File: src/rtl/vga_timing_gen.sv
// Raster timing generator: pixel/line counters with registered sync, blank and frame strobes.
// Decode is taken from the next-state counter values, so every output lines up with DrawX/DrawY.
module vga_timing_gen #(
  parameter int H_ACTIVE = 640,
  parameter int H_FP     = 16,
  parameter int H_SYNC   = 96,
  parameter int H_BP     = 48,
  parameter int V_ACTIVE = 480,
  parameter int V_FP     = 10,
  parameter int V_SYNC   = 2,
  parameter int V_BP     = 33,
  parameter int FC_W     = 8
) (
  input  logic            vga_clk,
  input  logic            reset,
  output logic            hs,
  output logic            vs,
  output logic            blank,
  output logic [9:0]      DrawX,
  output logic [9:0]      DrawY,
  output logic            frame_start,
  output logic            vblank_start,
  output logic [FC_W-1:0] frame_count
);

  localparam int H_TOTAL = H_ACTIVE + H_FP + H_SYNC + H_BP;
  localparam int V_TOTAL = V_ACTIVE + V_FP + V_SYNC + V_BP;

  generate
    if (H_TOTAL > 1024 || V_TOTAL > 1024) begin : g_bad_totals
      $error("vga_timing_gen: H_TOTAL and V_TOTAL must not exceed 1024");
    end
  endgenerate

  localparam logic [9:0]  X_LAST = 10'(H_TOTAL - 1);
  localparam logic [9:0]  Y_LAST = 10'(V_TOTAL - 1);
  // 11-bit bounds so a window ending exactly at 1024 still compares correctly
  localparam logic [10:0] X_VIS  = 11'(H_ACTIVE);
  localparam logic [10:0] HS_BEG = 11'(H_ACTIVE + H_FP);
  localparam logic [10:0] HS_END = 11'(H_ACTIVE + H_FP + H_SYNC);
  localparam logic [10:0] Y_VIS  = 11'(V_ACTIVE);
  localparam logic [10:0] VS_BEG = 11'(V_ACTIVE + V_FP);
  localparam logic [10:0] VS_END = 11'(V_ACTIVE + V_FP + V_SYNC);

  logic [9:0]      x_q, x_d;
  logic [9:0]      y_q, y_d;
  logic [10:0]     x_ext, y_ext;
  logic            hs_q, hs_d;
  logic            vs_q, vs_d;
  logic            blank_q, blank_d;
  logic            fs_q, fs_d;
  logic            vbs_q, vbs_d;
  logic [FC_W-1:0] fc_q, fc_d;

  always_comb begin
    x_d = x_q + 10'd1;
    y_d = y_q;
    if (x_q == X_LAST) begin
      x_d = '0;
      y_d = (y_q == Y_LAST) ? '0 : y_q + 10'd1;
    end

    x_ext   = {1'b0, x_d};
    y_ext   = {1'b0, y_d};
    blank_d = (x_ext < X_VIS) && (y_ext < Y_VIS);
    hs_d    = !((x_ext >= HS_BEG) && (x_ext < HS_END));
    vs_d    = !((y_ext >= VS_BEG) && (y_ext < VS_END));
    fs_d    = (x_d == '0) && (y_d == '0);
    vbs_d   = (x_d == '0) && (y_ext == Y_VIS);
    fc_d    = fs_d ? fc_q + FC_W'(1) : fc_q;
  end

  // Reset parks the raster on the last pixel of a frame so release starts cleanly at (0,0)
  always_ff @(posedge vga_clk or posedge reset) begin
    if (reset) begin
      x_q     <= X_LAST;
      y_q     <= Y_LAST;
      hs_q    <= 1'b1;
      vs_q    <= 1'b1;
      blank_q <= 1'b0;
      fs_q    <= 1'b0;
      vbs_q   <= 1'b0;
      fc_q    <= '1;
    end else begin
      x_q     <= x_d;
      y_q     <= y_d;
      hs_q    <= hs_d;
      vs_q    <= vs_d;
      blank_q <= blank_d;
      fs_q    <= fs_d;
      vbs_q   <= vbs_d;
      fc_q    <= fc_d;
    end
  end

  assign DrawX        = x_q;
  assign DrawY        = y_q;
  assign hs           = hs_q;
  assign vs           = vs_q;
  assign blank        = blank_q;
  assign frame_start  = fs_q;
  assign vblank_start = vbs_q;
  assign frame_count  = fc_q;

endmodule
File: config.mk
export PLATFORM = sky130hd
export DESIGN_NAME = vga_timing_gen
export DESIGN_NICKNAME = d
export VERILOG_FILES = /design/src/rtl/vga_timing_gen.sv
export SDC_FILE = /design/constraint.sdc
export NUM_CORES = 1
export LEC_CHECK = 0
export ABC_AREA = 1
export CAP_MARGIN = 0
export CELL_PAD_IN_SITES_DETAIL_PLACEMENT = 0
export CELL_PAD_IN_SITES_GLOBAL_PLACEMENT = 1
export CORE_MARGIN = 1.5
export CORE_UTILIZATION = 46
export CTS_CLUSTER_SIZE = 24
export DETAILED_ROUTE_END_ITERATION = 10
export DONT_BUFFER_PORTS = 1
export GPL_ROUTABILITY_DRIVEN = 0
export PLACE_DENSITY = 0.91
export SLEW_MARGIN = 25
export SYNTH_ARGS = -nofsm -noshare
export SYNTH_HDL_FRONTEND = slang
export SYNTH_SLANG_ARGS = --single-unit
File: constraint.sdc
create_clock -name vga_clk -period 2.33 [get_ports vga_clk]
set_clock_uncertainty 0.1 [all_clocks]
set_input_delay 0.3495 -clock vga_clk [delete_from_list [all_inputs] [get_ports vga_clk]]
set_output_delay 0.3495 -clock vga_clk [all_outputs]
set_load 0.05 [all_outputs]
==> flow_metrics.tcl, run 1 <==
set metrics [dict create \
    max_stage_delay_ps 560 \
    maxSlewHeadroom_pct 70.0 \
    syn2layout_area_growth_pct 25.6 \
    hold_path.class "reg2reg" \
    h-tree-depth 2 \
    report.final.slew_viol_count 0 \
    finalCritPeriodShare_pct 96.6 \
    grt_pass1_vias 1616 \
    port_buffers 0 \
    worstPathMaxFanout 8 \
    io_pins 35 \
    vdd_drop_max_v 0.000342 \
    synth_area_um2 2090 \
    p_leak_nw 1.46 \
    drtAntennaViolNets 0 \
    hold_path_depth 2 \
    rr_startpoint "DrawX[1]" \
    p_per_area_nw_per_um2 404 \
    first_iter_violations 189 \
    critical_path_arrival_ps 2380 \
    dieArea_um2 4970 \
    core_area_um2 4350 \
    worstPathRequired_ps 2460 \
    reg2reg_slack_ps 80 \
    vias 1834 \
    nNetsFinal 327 \
    cts_tree "built" \
    cp_num_buf_inv 3 \
    stdcell_area_um2 2630 \
    ys_seq_area_share_pct 40.6 \
    clk_latency_ps 280 \
    crit_path_top_delay_cell "dfstp_2" \
    wl_per_cell_um 12.5 \
    grt_overflow 0 \
    hpwl_mm 3.31 \
    numCtsBuffers 5 \
    syn_inst 276 \
    reg2regPathDepth 13 \
    cap_violations 0 \
    ys_ff_latch 33 \
    yosysWarningCount 0 \
    crit_type "reg2reg" \
    num_rows 24 \
    vias_per_cell 4.90 \
    grt_max_degree 34 \
    cp-start-kind "flop" \
    status "complete, no violations" \
    finalSetupViolations 0 \
    place_ws_ps 13.9 \
    min-delay-start "DrawY[2]" \
    clk_pin_slew_worst_paths_ps 70 \
    cts_root_buf "clkbuf_8" \
    synth.distinct_cells 27 \
    grt_use_total_pct 19.0 \
    holdPathEnd "DrawY[2]" \
    final_hold_viol_count 0 \
    drc 0 \
    tightest_slew_ps 450 \
    die_h_um 70.5 \
    fmax_mhz 444 \
    avgSynthCellArea_um2 7.59 \
    cts_num_sinks 33 \
    period_needed_ps 2250 \
    grt_first_pass_wirelength_mm 7.46 \
    r2r_end "frame_count[6]" \
    cp_cell_sequence "ha_4, nand2_4, nor2_8, nand3_4, buf_6, nand2_1, nand2_2, inv_2, nand2_2, nor2_4, buf_4, nand4_1, nand2_1" \
    fin_util_pct 60.4 \
    initial_core_util_pct 48.1 \
    die_w_um 70.5 \
    syn-num-nets 282 \
    setup_ws_ps 78.5 \
    placed_cell_area_um2 2330 \
    drive_gt1_share_pct 32.6 \
    end_kind "flop" \
    drt_first_pass_iters 4 \
    path_delay_family "simple AND/OR/NAND/NOR gates" \
    cts_buffer_depth 2 \
    antenna_found_initial 0 \
    routed_wl_mm 4.69 \
    insertedDiodeCount 0 \
]
[where the power goes]
part           switching, W  leakage, nW  internal [W]
sequential                0        0.379      0.000575
combinational     0.0000108         1.02    0.00000235
clock              0.000208       0.0542      0.000267
[how the worst max path moves through the flow]
| stage | startpoint | end | cells past startpoint |
|---|---|---|---|
| finish | DrawX[1] | frame_count[6] | 13 |
| global route | DrawX[1] | frame_count[6] | 13 |
| CTS | DrawX[0] | frame_count[1] | 12 |
| detailed placement | DrawX[0] | frame_count[5] | 12 |
| global placement | DrawX[0] | frame_count[3] | 12 |
| floorplan | DrawX[1] | frame_count[4] | 13 |
[layer usage]
metal / global-route usage [%] / wire (um) / up-vias
met2: 28.7 / 2250 / 46
met3: 5.92 / 271 / 7
met4: 6.41 / 58 / 0
met1: 25.9 / 2110 / 829
met5: 0 / 0 / -
li1: - / - / 952
[stage by stage]
| step | std cells | power (W) | hold WS [ps] | TNS, ps |
|---|---|---|---|---|
| after floorplan | 276 | 0.000592 | 364 | 0 |
| after global routing | 374 | 0.00110 | 484 | -78.8 |
| final | 374 | 0.00106 | 473 | 0 |
| after CTS | 360 | 0.00108 | 470 | 0 |
| after global placement | 351 | 0.000597 | 250 | 0 |
| after detailed placement | 351 | 0.000597 | 258 | 0 |
[registers in the layout, indices dropped and copies added (netlist names)]
| name | count |
|---|---|
| blank | 1 |
| vblank_start | 1 |
| vs | 1 |
| DrawX | 10 |
| hs | 1 |
| frame_count | 8 |
| DrawY | 10 |
| frame_start | 1 |
[cells by family (layout without fill, tap and decap cells)]
family / after synthesis / in the layout / share of synthesized area [%]
compound gates: 10 / 10 / 2.69
xor+xnor: 8 / 8 / 3.35
fa+ha+maj: 4 / 4 / 2.39
buf+inv: 49 / 95 / 9.14
flops: 33 / 33 / 40.6
simple gates: 172 / 172 / 41.8
[layout make-up]
class	instances	area [um2]
clock buffers	7	96.3
clock inverters	1	5.00
repair buffers	39	330
multi-input cells	194	1100
well taps	52	65.1
inverters	48	180
flip-flops and latches	33	851
fillers	365	1720
[cells in the final DEF, fill, tap and decap left out, types with 2 or more instances in the layout]
cell type,n
nor2_4,3
inv_1,45
nand3_2,2
o21ai_0,6
nor2_8,3
clkbuf_8,7
ha_1,3
nand4_1,17
buf_6,6
nor2_1,24
o21ai_2,2
dfstp_2,20
nand2_4,4
nand3_1,19
buf_4,31
nand3_4,2
nand2_1,75
nor2_2,3
nand2_2,15
nor3_1,3
xnor2_1,2
xor2_1,6
dfrtp_1,13
inv_2,3
[worst reg2reg max path, stage by stage (launching register included)]
cell and delay, ps:
dfstp_2 560, ha_4 150, nand2_4 70, nor2_8 160, nand3_4 140, buf_6 170
nand2_1 70, nand2_2 70, inv_2 50, nand2_2 60, nor2_4 240, buf_4 160
nand4_1 100, nand2_1 80
[cell usage after synthesis]
master    count  area (um2)
a21oi_1       1        5.00
buf_6         1        11.3
dfrtp_1      13         325
dfstp_2      20         526
ha_1          4        50.1
inv_1        47         176
inv_2         1        3.75
nand2_1      84         315
nand2_2       6        37.5
nand2_4       4        45.0
nand3_1      20         100
nand3_2       1        10.0
nand3_4       2        35.0
nand4_1      17         106
nor2_1       25        93.8
nor2_2        3        18.8
nor2_4        2        22.5
nor2_8        3        60.1
nor3_1        3        15.0
nor3_2        1        10.0
nor4_1        1        6.26
o21ai_0       6        30.0
o21ai_1       1        5.00
o21ai_2       1        8.76
o21bai_1      1        7.51
xnor2_1       2        17.5
xor2_1        6        52.6
[what timing repair did]
action	CTS	global route
setup buffers	0	14
endpoints found under the hold margin	13	0
hold buffers	1	0
endpoints found under the setup margin	0	12
gates resized for setup	0	25
Power figures use the tool's default switching activity.
==> run 2, diff against run 1 <==
--- a/config.mk
+++ b/config.mk
@@ -6,10 +6,9 @@
 export NUM_CORES = 1
 export LEC_CHECK = 0
 export ABC_AREA = 1
-export CAP_MARGIN = 0
+export CAP_MARGIN = 5
 export CELL_PAD_IN_SITES_DETAIL_PLACEMENT = 0
 export CELL_PAD_IN_SITES_GLOBAL_PLACEMENT = 1
-export CORE_MARGIN = 1.5
 export CORE_UTILIZATION = 46
 export CTS_CLUSTER_SIZE = 24
 export DETAILED_ROUTE_END_ITERATION = 10
==> run 2 against run 1 <==
Net effect:
- die area shrank 2.8%
- final cell count decreased by 0.80%
- total power shrank 3.6%
- clock power is 8.0% lower
- sequential power is essentially flat
- register-to-register slack about the same
- first-iteration DRC count fell by 37%
- via count is 0.49% lower
- critical endpoint is now frame_count[7]
==> flow_metrics.tcl, run 2 (synthesis results as in run 1) <==
set metrics [dict create \
    rsz0062_at_grt "yes" \
    cp-start-kind "flop" \
    fmax_mhz 443 \
    layout_common_cells "nand2_1 (75), inv_1 (47), buf_4 (26)" \
    cts_buffer_depth 2 \
    reg2regPathDepth 13 \
    drc 0 \
    cts_tree "built" \
    min-delay-start "DrawY[2]" \
    antenna_found_initial 0 \
    p_seq_share_pct 56.1 \
    grt_pass1_vias 1644 \
    place_ws_ps 4.22 \
    status "complete, no violations" \
    p_leak_nw 1.43 \
    worstPathMaxFanout 8 \
    vias 1825 \
    p_clk_share_pct 42.6 \
    vdd_drop_max_v 0.000375 \
    cts_num_sinks 33 \
    placed_cell_area_um2 2320 \
    vias_per_cell 4.92 \
    p_per_area_nw_per_um2 383 \
    num_rows 24 \
    clk_latency_ps 280 \
    first_iter_violations 119 \
    die_w_um 69.5 \
    hpwl_mm 3.34 \
    rr_startpoint "DrawX[1]" \
    period_needed_ps 2260 \
    grt_use_total_pct 20.2 \
    initial_core_util_pct 48.1 \
    fin_util_pct 61.5 \
    drt_first_pass_iters 4 \
    maxSlewHeadroom_pct 67.9 \
    setup_ws_ps 70.9 \
    grt_first_pass_wirelength_mm 7.65 \
    p_comb_share_pct 1.3 \
    worstPathRequired_ps 2450 \
    report.final.slew_viol_count 0 \
    hold_path.class "reg2reg" \
    h-tree-depth 2 \
    nNetsFinal 324 \
    grt_overflow 0 \
    routed_wl_mm 4.82 \
    tightest_slew_ps 482 \
    cts_root_buf "clkbuf_8" \
    r2r_end "frame_count[7]" \
    final_hold_viol_count 0 \
    drtAntennaViolNets 0 \
    setup.worst_path.start "DrawX[1]" \
    grt_max_degree 34 \
    critical_path_arrival_ps 2380 \
    stdcell_area_um2 2680 \
    holdPathEnd "DrawY[2]" \
    hold_path_depth 2 \
    io_pins 35 \
    swShare_pct 20.2 \
    crit_type "reg2reg" \
    power.switching_w 0.000207 \
    p_int_w 0.000818 \
    core_area_um2 4350 \
    reg2reg_slack_ps 70 \
    die_h_um 69.5 \
    final_common_cell "nand2_1" \
    fin_tns_setup_ps 0 \
    insertedDiodeCount 0 \
    end_kind "flop" \
    drive_gt1_share_pct 32.0 \
    finalSetupViolations 0 \
    syn2layout_area_growth_pct 27.8 \
    dieArea_um2 4830 \
    port_buffers 0 \
    numCtsBuffers 5 \
    finalCritPeriodShare_pct 97.0 \
    wl_per_cell_um 13.0 \
    cap_violations 0 \
    clk_pin_slew_worst_paths_ps 70 \
]
[run 2: changes by cell type in the layout (fill, tap and decap cells not counted), moves of 3 or more]
cell | before | now
buf_4 | 31 | 26
nand2_2 | 15 | 10
nand2_4 | 4 | 9
nor2_4 | 3 | 6
[run 2: layout make-up]
type | instances | area, um2
clock buffer | 8 | 90.1
fill | 395 | 1680
inverter | 48 | 180
multi-input combinational | 196 | 1180
sequential | 33 | 851
tap | 52 | 65.1
timing repair buffer | 34 | 310
[run 2: critical path: stages, from the launching register on]
cell,delay [ps]
dfstp_2,570
ha_4,150
nand2_4,70
nor2_8,180
nand3_4,130
buf_6,180
nand2_4,60
nand2_4,60
nor2_4,130
nand2_4,80
nor2_8,170
nand3_4,150
nand2_2,90
nand2_1,50
[run 2: stage by stage]
step | hold WS [ps] | total power, W | instances
CTS | 476 | 0.00104 | 361
global placement | 248 | 0.000597 | 350
floorplan | 364 | 0.000592 | 276
finish | 477 | 0.00102 | 371
global route | 497 | 0.00106 | 371
detailed placement | 254 | 0.000597 | 350
[run 2: power groups by stage]
stage / Combinational, W / Sequential, W / Clock [W]
2_1_floorplan: 0.00000816 / 0.000584 / 0
3_3_place_gp: 0.0000126 / 0.000584 / 0
3_5_place_dp: 0.0000130 / 0.000584 / 0
4_1_cts: 0.0000142 / 0.000575 / 0.000449
5_1_grt: 0.0000159 / 0.000574 / 0.000472
6_report: 0.0000132 / 0.000575 / 0.000437
[run 2: worst max-delay path by stage]
stage          depth (start not counted)  slack (ps)             end
5_1_grt                               13         -60  frame_count[1]
6_report                              13          70  frame_count[7]
3_3_place_gp                          12          20  frame_count[5]
3_5_place_dp                          13           4  frame_count[7]
2_1_floorplan                         13          10  frame_count[4]
4_1_cts                               12           2  frame_count[3]
[run 2: routing by layer]
metal | GRT usage (%) | share of wire, % | routed length (um) | up-vias
met2 | 31.0 | 49 | 2340 | 34
met1 | 27.3 | 45 | 2150 | 833
li1 | - | - | - | 952
met4 | 6.80 | 1.4 | 66 | 0
met5 | 0 | 0 | 0 | -
met3 | 5.96 | 5.3 | 257 | 6
[run 2: repair_timing]
item	4_1_cts	5_1_grt
gates resized for setup	0	31
gates cloned	0	2
hold buffers	1	0
hold endpoints to repair	13	0
setup buffers	2	8
endpoints found under the setup margin	1	12
pin swaps	1	19
==> run 3, diff against run 2 <==
--- a/config.mk
+++ b/config.mk
@@ -14,6 +14,7 @@
 export DETAILED_ROUTE_END_ITERATION = 10
 export DONT_BUFFER_PORTS = 1
 export GPL_ROUTABILITY_DRIVEN = 0
+export GPL_TIMING_DRIVEN = 0
 export PLACE_DENSITY = 0.91
 export SLEW_MARGIN = 25
 export SYNTH_ARGS = -nofsm -noshare
==> run 3 against run 2 <==
Net effect:
- the flow now finishes with violations (negative setup slack)
- register-to-register slack got worse by 140 ps
- clock power increased by 7.1%
- maximum frequency fell by 5.9%
- highest routed layer unchanged
- non-clock buffer count fell by 15
- count of clock-buffer cells in the layout down 1
- core utilization fell by 1.3 points
- setup slack lost 140 ps
- sequential share of layout area rose by 1.2 points
- critical endpoint is now vblank_start
- global-route usage rose by 0.29 points
==> flow_metrics.tcl, run 3 (synthesis results as in run 1) <==
set metrics [dict create \
    rsz0062_at_grt "yes" \
    port_buffers 0 \
    regArea_um2 865 \
    grt_busiest_layer "met2" \
    cp-start-kind "flop" \
    crit_type "reg2reg" \
    groute.layer.met3.usage_pct 5.38 \
    grt_overflow 0 \
    cts_num_sinks 33 \
    fin_tns_setup_ps -531 \
    initial_core_util_pct 48.1 \
    maxSlewHeadroom_pct 54.8 \
    setup_ws_ps -69.7 \
    syn2layout_area_growth_pct 25.1 \
    vdd_drop_max_v 0.000315 \
    fmax_mhz 417 \
    wl_per_cell_um 13.2 \
    report.final.slew_viol_count 0 \
    end_kind "flop" \
    dp.cells 328 \
    finalSetupViolations 12 \
    numCtsBuffers 5 \
    drtAntennaViolNets 0 \
    period_needed_ps 2400 \
    first_iter_violations 84 \
    hpwl_mm 3.17 \
    place_ws_ps -283 \
    instances_no_fill 354 \
    routed_wl_mm 4.69 \
    die_h_um 69.5 \
    grt_pass1_vias 1708 \
    die_w_um 69.5 \
    drc 0 \
    h-tree-depth 2 \
    met1_usage_pct 27.3 \
    clk_pin_slew_worst_paths_ps 70 \
    layout_common_cells "nand2_1 (70), inv_1 (44), nor2_1 (21)" \
    insertedDiodeCount 0 \
    worstPathRequired_ps 2450 \
    status "complete, but fails checks" \
    cts_tree "built" \
    p_per_area_nw_per_um2 402 \
    cts_root_buf "clkbuf_8" \
    final_common_cell "nand2_1" \
    multi_input_area_um2 1190 \
    cap_violations 0 \
    vias_per_cell 5.03 \
    worstPathMaxFanout 5 \
    critical_path_arrival_ps 2520 \
    finalCritPeriodShare_pct 103 \
    hold_path.class "reg2reg" \
    grt_max_degree 34 \
    stdcell_area_um2 2620 \
    met2_usage_pct 31.7 \
    antenna_found_initial 0 \
    final_hold_viol_count 0 \
    vias 1782 \
    violations "negative setup slack" \
    grt_use_total_pct 20.5 \
    tightest_slew_ps 679 \
    max_stage_delay_ps 730 \
    cp_cell_sequence "ha_4, nand2_4, nor2_8, nand3_4, buf_12, o21ai_4, buf_4, nand4_1, nor2_4, nand2_1, nor2_1" \
    holdWs_ps 490 \
    nNetsFinal 307 \
    crit_path_top_delay_cell "dfstp_4" \
    drive_gt1_share_pct 33.1 \
    cts_buffer_depth 2 \
    num_rows 24 \
    p_leak_nw 1.40 \
    num-fill-cells 384 \
    io_pins 35 \
    grt_first_pass_wirelength_mm 7.86 \
    core_area_um2 4350 \
    clk_latency_ps 290 \
    drt_first_pass_iters 4 \
    dieArea_um2 4830 \
    placed_cell_area_um2 2160 \
]
[run 3: per-stage QoR]
stage	total power [W]	util (%)
detailed placement	0.000596	49.6
CTS	0.00107	58.0
global route	0.00109	60.2
global placement	0.000595	49.6
floorplan	0.000592	-
finish	0.00105	60.2
[run 3: final timing paths]
check	from	endpoint	slack (ps)	depth (start not counted)
setup reg to reg	DrawX[1]	vblank_start	-70	11
setup / recovery	DrawX[1]	vblank_start	-70	11
min in group asynchronous	reset	DrawX[7]	520	2
hold / removal	frame_count[6]	frame_count[6]	490	2
max in group asynchronous	reset	DrawY[1]	1130	2
hold reg to reg	frame_count[6]	frame_count[6]	490	2
[run 3: repair_timing]
action / 4_1_cts / 5_1_grt
buffers inserted: 12 / 4
hold buffers: 1 / 0
hold endpoints to repair: 13 / 0
gates resized for setup: 29 / 18
cloned: 1 / 0
pin swaps: 8 / 10
setup endpoints to repair: 12 / 12
[run 3: cell type report]
cell class                 count  share of cell area [%]
clock inverter                 1                   0.191
clock buffer                   7                    3.68
inverter                      48                    6.88
tap                           52                    2.48
timing repair buffer          18                    7.88
buffer                         1                   0.573
multi-input combinational    194                    45.3
sequential                    33                    33.0
[run 3: metal layers]
layer  part of all wire, %  routed length [um]
met1                    46                2150
met2                    47                2210
met3                   5.5                 256
met4                   1.5                  70
met5                     0                   0
[run 3: power by group]
part	switching (W)	internal, W	leakage, nW
combinational	0.0000108	0.00000128	0.970
sequential	0	0.000574	0.377
clock	0.000201	0.000267	0.0542
total	0.000212	0.000842	1.40
[run 3: worst max-delay path: cells and delay by family (launching register included)]
kind	cells	cell delay, ps
buffers and inverters	2	330
AO/OA/AOI/OAI	1	180
AND/OR/NAND/NOR	7	810
adder cells (fa/ha/maj)	1	180
flip-flops	1	730
